**src/rtl/mult_register_unit.sv**
```systemverilog
// mult_register_unit
// Datapath registers for the add-shift signed multiplier.
// Holds the sign-extension bit X, accumulator A and multiplier B.
// A 9-bit signed adder/subtractor combines A with the switch operand S.
// The external controller issues the clearA/loadA/loadB/shift/add_sub strobes.
// M (B[0]) is returned to that controller.
// This block has no sequencing of its own. Every strobe takes effect on the
// next rising edge of clk.
module mult_register_unit #(
  parameter int WIDTH = 8
) (
  input  logic               clk,
  input  logic               reset,
  input  logic               clearA,
  input  logic               loadA,
  input  logic               loadB,
  input  logic               shift,
  input  logic               add_sub,
  input  logic [WIDTH-1:0]   S,
  output logic               X,
  output logic [WIDTH-1:0]   Aval,
  output logic [WIDTH-1:0]   Bval,
  output logic               M,
  output logic [2*WIDTH-1:0] product
);

  logic             x_q, x_d;
  logic [WIDTH-1:0] a_q, a_d;
  logic [WIDTH-1:0] b_q, b_d;

  logic [WIDTH:0]   a_ext;
  logic [WIDTH:0]   s_ext;
  logic [WIDTH:0]   s_opnd;
  logic [WIDTH:0]   sum;

  // Signed adder/subtractor. Both operands are sign-extended by one bit, so
  // the 9-bit result holds every 8-bit sum or difference. For example,
  // 0 - (-128) gives +128. Subtraction inverts S and injects add_sub as the
  // carry-in. The carry out of the top bit is dropped.
  always_comb begin
    a_ext  = {a_q[WIDTH-1], a_q};
    s_ext  = {S[WIDTH-1], S};
    s_opnd = s_ext ^ {(WIDTH+1){add_sub}};
    sum    = a_ext + s_opnd + {{WIDTH{1'b0}}, add_sub};
  end

  // Next-state logic for the two independent register groups.
  // For {X,A} the priority is clearA > loadA > shift > hold.
  // For B the priority is loadB > shift > hold.
  // B shifts in the pre-edge A[0] even when loadA claims A in the same cycle.
  // S only reaches a register when loadA or loadB is set, so an undriven S
  // cannot disturb held state.
  always_comb begin
    x_d = x_q;
    a_d = a_q;
    b_d = b_q;

    if (clearA) begin
      x_d = 1'b0;
      a_d = '0;
    end else if (loadA) begin
      x_d = sum[WIDTH];
      a_d = sum[WIDTH-1:0];
    end else if (shift) begin
      a_d = {x_q, a_q[WIDTH-1:1]};
    end

    if (loadB) begin
      b_d = S;
    end else if (shift) begin
      b_d = {a_q[0], b_q[WIDTH-1:1]};
    end
  end

  // State registers. Reset clears everything immediately, with no clock edge needed.
  always_ff @(posedge clk or posedge reset) begin
    if (reset) begin
      x_q <= 1'b0;
      a_q <= '0;
      b_q <= '0;
    end else begin
      x_q <= x_d;
      a_q <= a_d;
      b_q <= b_d;
    end
  end

  // Outputs come straight from the registers. M feeds back to the controller.
  always_comb begin
    X       = x_q;
    Aval    = a_q;
    Bval    = b_q;
    M       = b_q[0];
    product = {a_q, b_q};
  end

endmodule

```
**config.mk**
```make
export PLATFORM = sky130hd
export DESIGN_NAME = mult_register_unit
export DESIGN_NICKNAME = d
export VERILOG_FILES = /design/src/rtl/mult_register_unit.sv
export SDC_FILE = /design/constraint.sdc
export NUM_CORES = 1
export LEC_CHECK = 0
export ABC_AREA = 1
export CELL_PAD_IN_SITES_DETAIL_PLACEMENT = 1
export CELL_PAD_IN_SITES_GLOBAL_PLACEMENT = 1
export CORE_MARGIN = 1
export CORE_UTILIZATION = 34
export CTS_CLUSTER_DIAMETER = 120
export DETAILED_ROUTE_END_ITERATION = 8
export MAX_ROUTING_LAYER = met4
export PLACE_DENSITY_LB_ADDON = 0.1
export SLEW_MARGIN = 10
export SYNTH_ARGS = -nofsm -noshare
export SYNTH_HDL_FRONTEND = slang
export SYNTH_SLANG_ARGS = --single-unit
```
**constraint.sdc**
```tcl
create_clock -name clk -period 2.2 [get_ports clk]
set_input_delay 0.22 -clock clk [delete_from_list [all_inputs] [get_ports clk]]
set_output_delay 0.22 -clock clk [all_outputs]
set_load 0.01 [all_outputs]
```
==> flow_summary.yaml, run 1 <==
global_route:
  grt-ovfl-total: 0
  grt_antenna_before_repair: 0
  grt_max_degree: 18
  grt_usage_pct: 20.0
  grt_first_pass_wirelength_um: 6400
  grt_pass1_vias: 1409
timing:
  worst_pin_slew_ns: 0.696
  timing.fmax_mhz: 518
  slew_headroom_pct: 53.5
  finalHoldWorstSlack_ns: 0.374
  finalHoldViolations: 0
  finClkSkew_ns: 0.00269
  rsz0062_at_grt: "false"
  slew_violations: 0
  min_period_ns: 1.93
  setup_viol: 0
  setup_tns_ns: 0
  fin_crit_sh_pct: 87.7
  setup_slack_ns: 0.271
placed_design:
  pre_cts_ws_ns: 0.0132
  place_area_um2: 1810
  io_buffer_count: 48
  routabilityCongestion: 0.871
  hpwl_um: 3200
  dp_cells: 262
route:
  drt_pre_antenna_iters: 4
  viasPerCell: 5.02
  drtIter0Drc: 27
  wirelength_um: 3930
  ant_nets: 0
  post_drt_wl_per_cell_um: 14.8
  drc: 0
  vias: 1336
clock_network:
  cts_tree: "yes"
  clock-root-buffer: "clkbuf_8"
  cts_buffers: 3
  postCtsSetupBuffers: 0
  path_clk_slew_ns: 0.07
  cts_hold_buf: 0
  cts_resized: 0
  max-clock-path-buffers: 2
  clock_sinks: 17
  h-tree-depth: 1
  clkLatencyLatePin_ns: 0.26
cells_and_area:
  antenna_cells: 0
  syn2layout_area_growth_pct: 31.8
  finalInstanceArea_um2: 1860
  final_cells: 266
  drive_above_1_share_pct: 11.1
  finalNetCount: 242
  utilization_pct: 46.4
worst_hold_path:
  min_path_type: "in2async"
die:
  rows: 23
  fp.dieArea_um2: 4400
  initial_core_util_pct: 35.2
  coreArea_um2: 4000
  io_pins: 49
  die-height_um: 66.3
  die_w_um: 66.3
worst_setup_path:
  crit_arrival_ns: 2.07
  critPathLaunchType: "input port"
  cp.required_ns: 2.34
  endpoint_kind: "flip-flop"
  max_stage_delay_ns: 0.45
  crit_fanout: 8
  cp_common_cell: "nand2_4"
  criticalPathCategory: "in2reg"
  path_cells: "clkdlybuf4s50_1 > buf_4 > xor2_1 > ha_1 > nand2_1 > clkinv_2 > nand2_4 > nand2_4 > or2_1 > nand3_1 > a21oi_1"
  slowest_stage: "clkdlybuf4s50_1"
  rr_worst_depth: 8
  r2r_setup_slack_ns: 0.53
yosys:
  synth_area_um2: 1410
  synth_nets: 208
  synth_seq_cells: 17
  synth_warnings: 0
  synth_cell_types: 26
  synthCells: 183
  synth_area_per_cell_um2: 7.69
  synth-seq-area-share_pct: 30.2
power_and_ir_drop:
  power.density_nw_per_um2: 649
  power_mw: 1.20
  comb_power_share_pct: 46.3
  p_leak_nw: 0.851
  switching_power_uw: 454
  pwr-share-seq_pct: 33.7
  vdd_drop_max_uv: 294
  internal-power_uw: 750
  switching_share_pct: 37.7
  pwr-share-clk_pct: 20.0
status:
  outcome: "completed"
job:
  maxCapViolCount: 0
==> power by group through the flow <==
stage               clock (mW)  sequential (mW)  combinational [mW]
global route             0.262            0.415               0.615
global placement             0            0.410               0.546
floorplan                    0            0.419               0.337
CTS                      0.254            0.408               0.564
finish                   0.240            0.406               0.557
detailed placement           0            0.414               0.560
==> layer usage <==
metal	part of all wire, %	wire length (µm)	global-route usage, %	vias up
li1	-	-	-	653
met1	45	1780	24.8	636
met2	50	1950	33.2	41
met3	3.9	154	3.62	6
met4	1.1	42	5.59	0
met5	0	0	-	-
==> worst max-delay path: cells and delay by family <==
kind,cells,cell delay [ns]
buffers and inverters,3,0.71
AO/OA/AOI/OAI,1,0.07
XOR/XNOR,1,0.27
AND/OR/NAND/NOR,5,0.51
adder cells (fa/ha/maj),1,0.28
==> Yosys cell counts <==
library cell	n	share of area, %
a21oi_1	10	3.6
a21oi_2	2	1.2
a31oi_1	1	0.44
buf_2	2	0.71
buf_4	17	9.1
buf_6	1	0.80
clkinv_2	1	0.36
dfrtp_1	17	30
fa_1	1	1.4
ha_1	9	8.0
inv_1	13	3.5
inv_2	6	1.6
nand2_1	24	6.4
nand2_2	3	1.3
nand2_4	4	3.2
nand3_1	7	2.5
nand3_2	1	0.71
nand4_1	3	1.3
nor2_1	19	5.1
nor2_4	2	1.6
nor3_1	7	2.5
o21ai_0	14	5.0
o21ai_1	2	0.71
o22ai_1	8	3.6
or2_1	2	0.89
xor2_1	7	4.4
==> path summary, 6_finish.rpt <==
path / startpoint / endpoint
min in group clk: X$_DFFE_PP0P_ / X$_DFFE_PP0P_
setup reg to reg: Aval[0]$_DFFE_PP0P_ / Aval[4]$_DFFE_PP0P_
max in group asynchronous: reset / Aval[1]$_DFFE_PP0P_
hold / removal: reset / Bval[2]$_DFFE_PP0P_
hold reg to reg: X$_DFFE_PP0P_ / X$_DFFE_PP0P_
setup / recovery: add_sub / Aval[3]$_DFFE_PP0P_
==> cell type report <==
class,count,area [µm²]
Multi-Input combinational cell,126,757
Timing Repair Buffer,49,488
Tap cell,50,62.6
Fill cell,490,2140
Clock buffer,3,41.3
Clock inverter,1,5.00
Sequential cell,17,425
Inverter,20,76.3
==> sequential cells by signal, summed over array words and instances (netlist names) <==
register  count
Aval          8
Bval          8
X             1
==> cell families after synthesis <==
logic type / share of synthesized area [%]
buffers and inverters: 16.0
AND/OR/NAND/NOR: 25.5
flip-flops: 30.2
XOR/XNOR: 4.36
adder cells (fa/ha/maj): 9.42
AO/OA/AOI/OAI: 14.5
==> layout by cell type (no fill, tap or decap), types with 3 or more instances in the layout <==
cell,n
clkdlybuf4s50_1,48
o22ai_1,8
nand2_1,24
dfrtp_1,17
inv_2,6
xor2_1,7
nand4_1,3
a21oi_1,10
o21ai_0,14
inv_1,13
ha_1,9
nor2_1,19
nor3_1,7
nand3_1,7
clkbuf_8,3
nand2_4,4
nand2_2,3
(Power assumes the default switching activity.)
==> run 2: changes to the inputs <==
--- a/config.mk
+++ b/config.mk
@@ -6,6 +6,7 @@
 export NUM_CORES = 1
 export LEC_CHECK = 0
 export ABC_AREA = 1
+export CAP_MARGIN = 20
 export CELL_PAD_IN_SITES_DETAIL_PLACEMENT = 1
 export CELL_PAD_IN_SITES_GLOBAL_PLACEMENT = 1
 export CORE_MARGIN = 1
@@ -13,7 +14,7 @@
 export CTS_CLUSTER_DIAMETER = 120
 export DETAILED_ROUTE_END_ITERATION = 8
 export MAX_ROUTING_LAYER = met4
-export PLACE_DENSITY_LB_ADDON = 0.1
+export PLACE_DENSITY = 0.8
 export SLEW_MARGIN = 10
 export SYNTH_ARGS = -nofsm -noshare
 export SYNTH_HDL_FRONTEND = slang
==> flow_summary.yaml, run 2 (synthesized netlist as in run 1, its figures left out) <==
status:
  outcome: "completed"
global_route:
  grt_antenna_before_repair: 0
  grt_usage_pct: 19.4
  grt_max_degree: 18
  grt_first_pass_wirelength_um: 6160
  grt-ovfl-total: 0
  grt_pass1_vias: 1224
clock_network:
  postCtsSetupBuffers: 0
  clock-root-buffer: "clkbuf_8"
  clock_sinks: 17
  cts_resized: 0
  cts_buffers: 3
  clkLatencyLatePin_ns: 0.26
  cts_tree: "yes"
  max-clock-path-buffers: 2
  cts_hold_buf: 0
  h-tree-depth: 1
  path_clk_slew_ns: 0.06
die:
  die_w_um: 66.3
  fp.dieArea_um2: 4400
  initial_core_util_pct: 35.2
  io_pins: 49
  rows: 23
  coreArea_um2: 4000
  die-height_um: 66.3
timing:
  slew_violations: 0
  setup_slack_ns: 0.250
  fin_crit_sh_pct: 88.6
  finalHoldWorstSlack_ns: 0.364
  finalHoldViolations: 0
  min_period_ns: 1.95
  timing.fmax_mhz: 513
  slew_headroom_pct: 55.8
  setup_viol: 0
  finClkSkew_ns: 0.00103
  worst_pin_slew_ns: 0.663
  rsz0062_at_grt: "false"
route:
  post_drt_wl_per_cell_um: 14.7
  drt_pre_antenna_iters: 4
  top_layer_used: "met4"
  drtIter0Drc: 58
  viasPerCell: 4.89
  wl_met1_um: 1860
  drc: 0
  wl_met3_um: 157
  dr_wl_met2_um: 1870
  wirelength_um: 3930
  vias: 1305
  ant_nets: 0
worst_setup_path:
  cp_common_cell: "a21oi_1"
  slowest_stage: "clkdlybuf4s50_1"
  path_cells: "clkdlybuf4s50_1 > buf_4 > xor2_1 > ha_1 > a21oi_1 > nand2_1 > a21oi_1 > o21ai_0 > a21oi_1"
  r2r_setup_slack_ns: 0.47
  cp.required_ns: 2.38
  max_stage_delay_ns: 0.45
  crit_arrival_ns: 2.13
  critPathTopFamily: "buffers and inverters"
  crit_fanout: 8
  criticalPathCategory: "in2reg"
  endpoint_kind: "flip-flop"
  worst-path-buf-inv: 2
  critPathLaunchType: "input port"
power_and_ir_drop:
  internal-power_uw: 754
  switching_power_uw: 451
  vdd_drop_max_uv: 426
  pwr-share-seq_pct: 33.9
  p_leak_nw: 0.853
  switching_share_pct: 37.4
  pwr-share-clk_pct: 19.7
  comb_power_share_pct: 46.4
  power.density_nw_per_um2: 647
cells_and_area:
  multi_input_area_um2: 757
  regArea_um2: 425
  final_common_cell: "clkdlybuf4s50_1"
  final_cells: 267
  antenna_cells: 0
  syn2layout_area_growth_pct: 32.3
  n_fill_cell: 506
  final_cell_mix: "clkdlybuf4s50_1, nand2_1, nor2_1, dfrtp_1, o21ai_0"
  drive_above_1_share_pct: 11.1
  finalNetCount: 243
placed_design:
  dp_cells: 263
  io_buffer_count: 48
  hpwl_um: 3200
  routabilityCongestion: 0.842
  pre_cts_ws_ns: -0.0296
worst_hold_path:
  min_path_type: "in2async"
job:
  maxCapViolCount: 0
-- run 2: cell type report --
type,instances,share of cell area (%)
Multi-Input combinational cell,126,40.7
Sequential cell,17,22.8
Inverter,20,4.10
Timing Repair Buffer,50,26.6
Tap cell,50,3.36
Clock buffer,4,2.42
-- run 2: final timing paths --
path,startpoint,endpoint,depth (start not counted)
max in group asynchronous,reset,Bval[5]$_DFFE_PP0P_,2
worst max register to register,Aval[0]$_DFFE_PP0P_,Aval[4]$_DFFE_PP0P_,8
worst min register to register,X$_DFFE_PP0P_,X$_DFFE_PP0P_,2
min in group clk,X$_DFFE_PP0P_,X$_DFFE_PP0P_,2
worst min-delay path,reset,Bval[0]$_DFFE_PP0P_,2
worst max-delay path,add_sub,Aval[4]$_DFFE_PP0P_,9
-- run 2: routing by layer --
metal  global-route usage, %  vias to the layer above
li1                        -                      654
met1                    26.4                      613
met2                    29.6                       32
met3                    4.14                        6
met4                    3.99                        0
met5                       -                        -
-- run 2: power by group through the flow --
stage                     clock, mW  combinational (mW)  sequential, mW
after global routing          0.258               0.614           0.417
final                         0.238               0.559           0.408
after detailed placement          0               0.559           0.415
after floorplan                   0               0.337           0.419
after global placement            0               0.547           0.413
after CTS                     0.245               0.564           0.410
-- run 2: metrics by stage --
stage	setup TNS, ns	power (mW)	util, %	instance area (µm²)
4_1_cts	0	1.22	46.5	1860
5_1_grt	0	1.29	46.5	1860
6_report	0	1.21	46.5	1860
3_3_place_gp	0	0.960	45.4	1820
2_1_floorplan	0	0.757	-	1410
3_5_place_dp	-0.0351	0.974	45.4	1820
==> run 3: changes to the inputs <==
--- a/config.mk
+++ b/config.mk
@@ -13,6 +13,7 @@
 export CORE_UTILIZATION = 34
 export CTS_CLUSTER_DIAMETER = 120
 export DETAILED_ROUTE_END_ITERATION = 8
+export GPL_TIMING_DRIVEN = 0
 export MAX_ROUTING_LAYER = met4
 export PLACE_DENSITY = 0.8
 export SLEW_MARGIN = 10
==> flow_summary.yaml, run 3 (synthesized netlist as in run 1, its figures left out) <==
die:
  rows: 23
  die_w_um: 66.3
  die-height_um: 66.3
  io_pins: 49
  fp.dieArea_um2: 4400
  initial_core_util_pct: 35.2
  coreArea_um2: 4000
global_route:
  grt-ovfl-total: 0
  grt_usage_pct: 18.9
  grt_max_degree: 18
  grt_antenna_before_repair: 0
  grt_first_pass_wirelength_um: 6180
  grt_pass1_vias: 1303
cells_and_area:
  n_fill_cell: 517
  finalNetCount: 259
  syn2layout_area_growth_pct: 40.4
  drive_above_1_share_pct: 18.0
  antenna_cells: 0
  final_cell_mix: "clkdlybuf4s50_1, nand2_1, nor2_1, dfrtp_1, buf_4"
  final_cells: 283
  final_common_cell: "clkdlybuf4s50_1"
power_and_ir_drop:
  p_leak_nw: 0.933
  power.density_nw_per_um2: 629
  vdd_drop_max_uv: 363
  power_mw: 1.24
route:
  post_drt_wl_per_cell_um: 13.2
  ant_nets: 0
  viasPerCell: 4.78
  drtIter0Drc: 33
  drt_pre_antenna_iters: 6
  vias: 1352
  wirelength_um: 3740
  drc: 0
clock_network:
  path_clk_slew_ns: 0.07
  h-tree-depth: 1
  cts_buffers: 3
  clock-root-buffer: "clkbuf_8"
  postCtsSetupBuffers: 0
  clock_sinks: 17
  cts_tree: "yes"
  cts_resized: 0
  clkLatencyLatePin_ns: 0.25
  max-clock-path-buffers: 2
  cts_hold_buf: 0
job:
  maxCapViolCount: 0
placed_design:
  pre_cts_ws_ns: 0.134
  dp_cells: 279
  io_buffer_count: 46
  routabilityCongestion: 0.818
  hpwl_um: 3050
worst_hold_path:
  hold_path_depth: 3
  min_path_type: "in2reg"
worst_setup_path:
  crit_arrival_ns: 1.91
  endpoint_kind: "flip-flop"
  cp.required_ns: 2.34
  rr_worst_depth: 8
  critPathLaunchType: "input port"
  crit_fanout: 4
  criticalPathCategory: "in2reg"
timing:
  rsz0062_at_grt: "false"
  slew_violations: 0
  setup_viol: 0
  min_period_ns: 1.77
  finClkSkew_ns: 0.00669
  worst_pin_slew_ns: 0.670
  setup_tns_ns: 0
  fin_crit_sh_pct: 80.6
  finalHoldViolations: 0
  timing.fmax_mhz: 564
  slew_headroom_pct: 55.3
  setup_slack_ns: 0.428
status:
  outcome: "completed"
==> run 3: layer usage <==
layer / share of wire (%) / vias to the layer above / wire, µm / global-route usage, %
li1: - / 688 / - / -
met1: 48 / 633 / 1810 / 25.3
met2: 48 / 29 / 1800 / 31.0
met3: 2.9 / 2 / 108 / 3.10
met4: 0.45 / 0 / 17 / 2.13
met5: 0 / - / 0 / -
==> run 3: where the power goes <==
part	internal, mW	total [mW]	switching (mW)
sequential	0.352	0.406	0.0536
clock	0.128	0.237	0.108
combinational	0.315	0.599	0.284
total	0.796	1.24	0.446
==> run 3: worst paths after layout <==
check	startpoint	endpoint	slack [ns]
worst max-delay path	S[1]	Aval[3]$_DFFE_PP0P_	0.43
worst min-delay path	loadB	Bval[3]$_DFFE_PP0P_	0.35
worst max register to register	Aval[0]$_DFFE_PP0P_	Aval[4]$_DFFE_PP0P_	0.49
worst min register to register	X$_DFFE_PP0P_	X$_DFFE_PP0P_	0.54
max in group asynchronous	reset	Aval[6]$_DFFE_PP0P_	1.40
min in group asynchronous	reset	Bval[1]$_DFFE_PP0P_	0.36
==> run 3: worst max-delay path, cell delays in order <==
cell	delay, ns
clkdlybuf4s50_1	0.50
xor2_1	0.28
ha_1	0.29
nand2_1	0.09
clkinv_2	0.07
nand2_4	0.07
nand2_4	0.05
or2_1	0.20
nand3_1	0.07
a21oi_1	0.07
==> run 3: layout make-up <==
cell class,count,area (µm²),share of cell area [%]
plain buffers,20,149,7.54
clock buffers,4,45.0,2.28
inverters,20,76.3,3.86
multi-input cells,126,757,38.3
flip-flops and latches,17,425,21.5
well taps,50,62.6,3.17
repair buffers,46,460,23.3
==> run 3: stage by stage <==
stage | instance area [µm²] | hold WS [ns] | utilization [%]
CTS | 1980 | 0.347 | 49.4
global placement | 1930 | 0.516 | 48.3
detailed placement | 1930 | 0.537 | 48.3
finish | 1980 | 0.352 | 49.4
floorplan | 1410 | 0.146 | -
global route | 1980 | 0.379 | 49.4
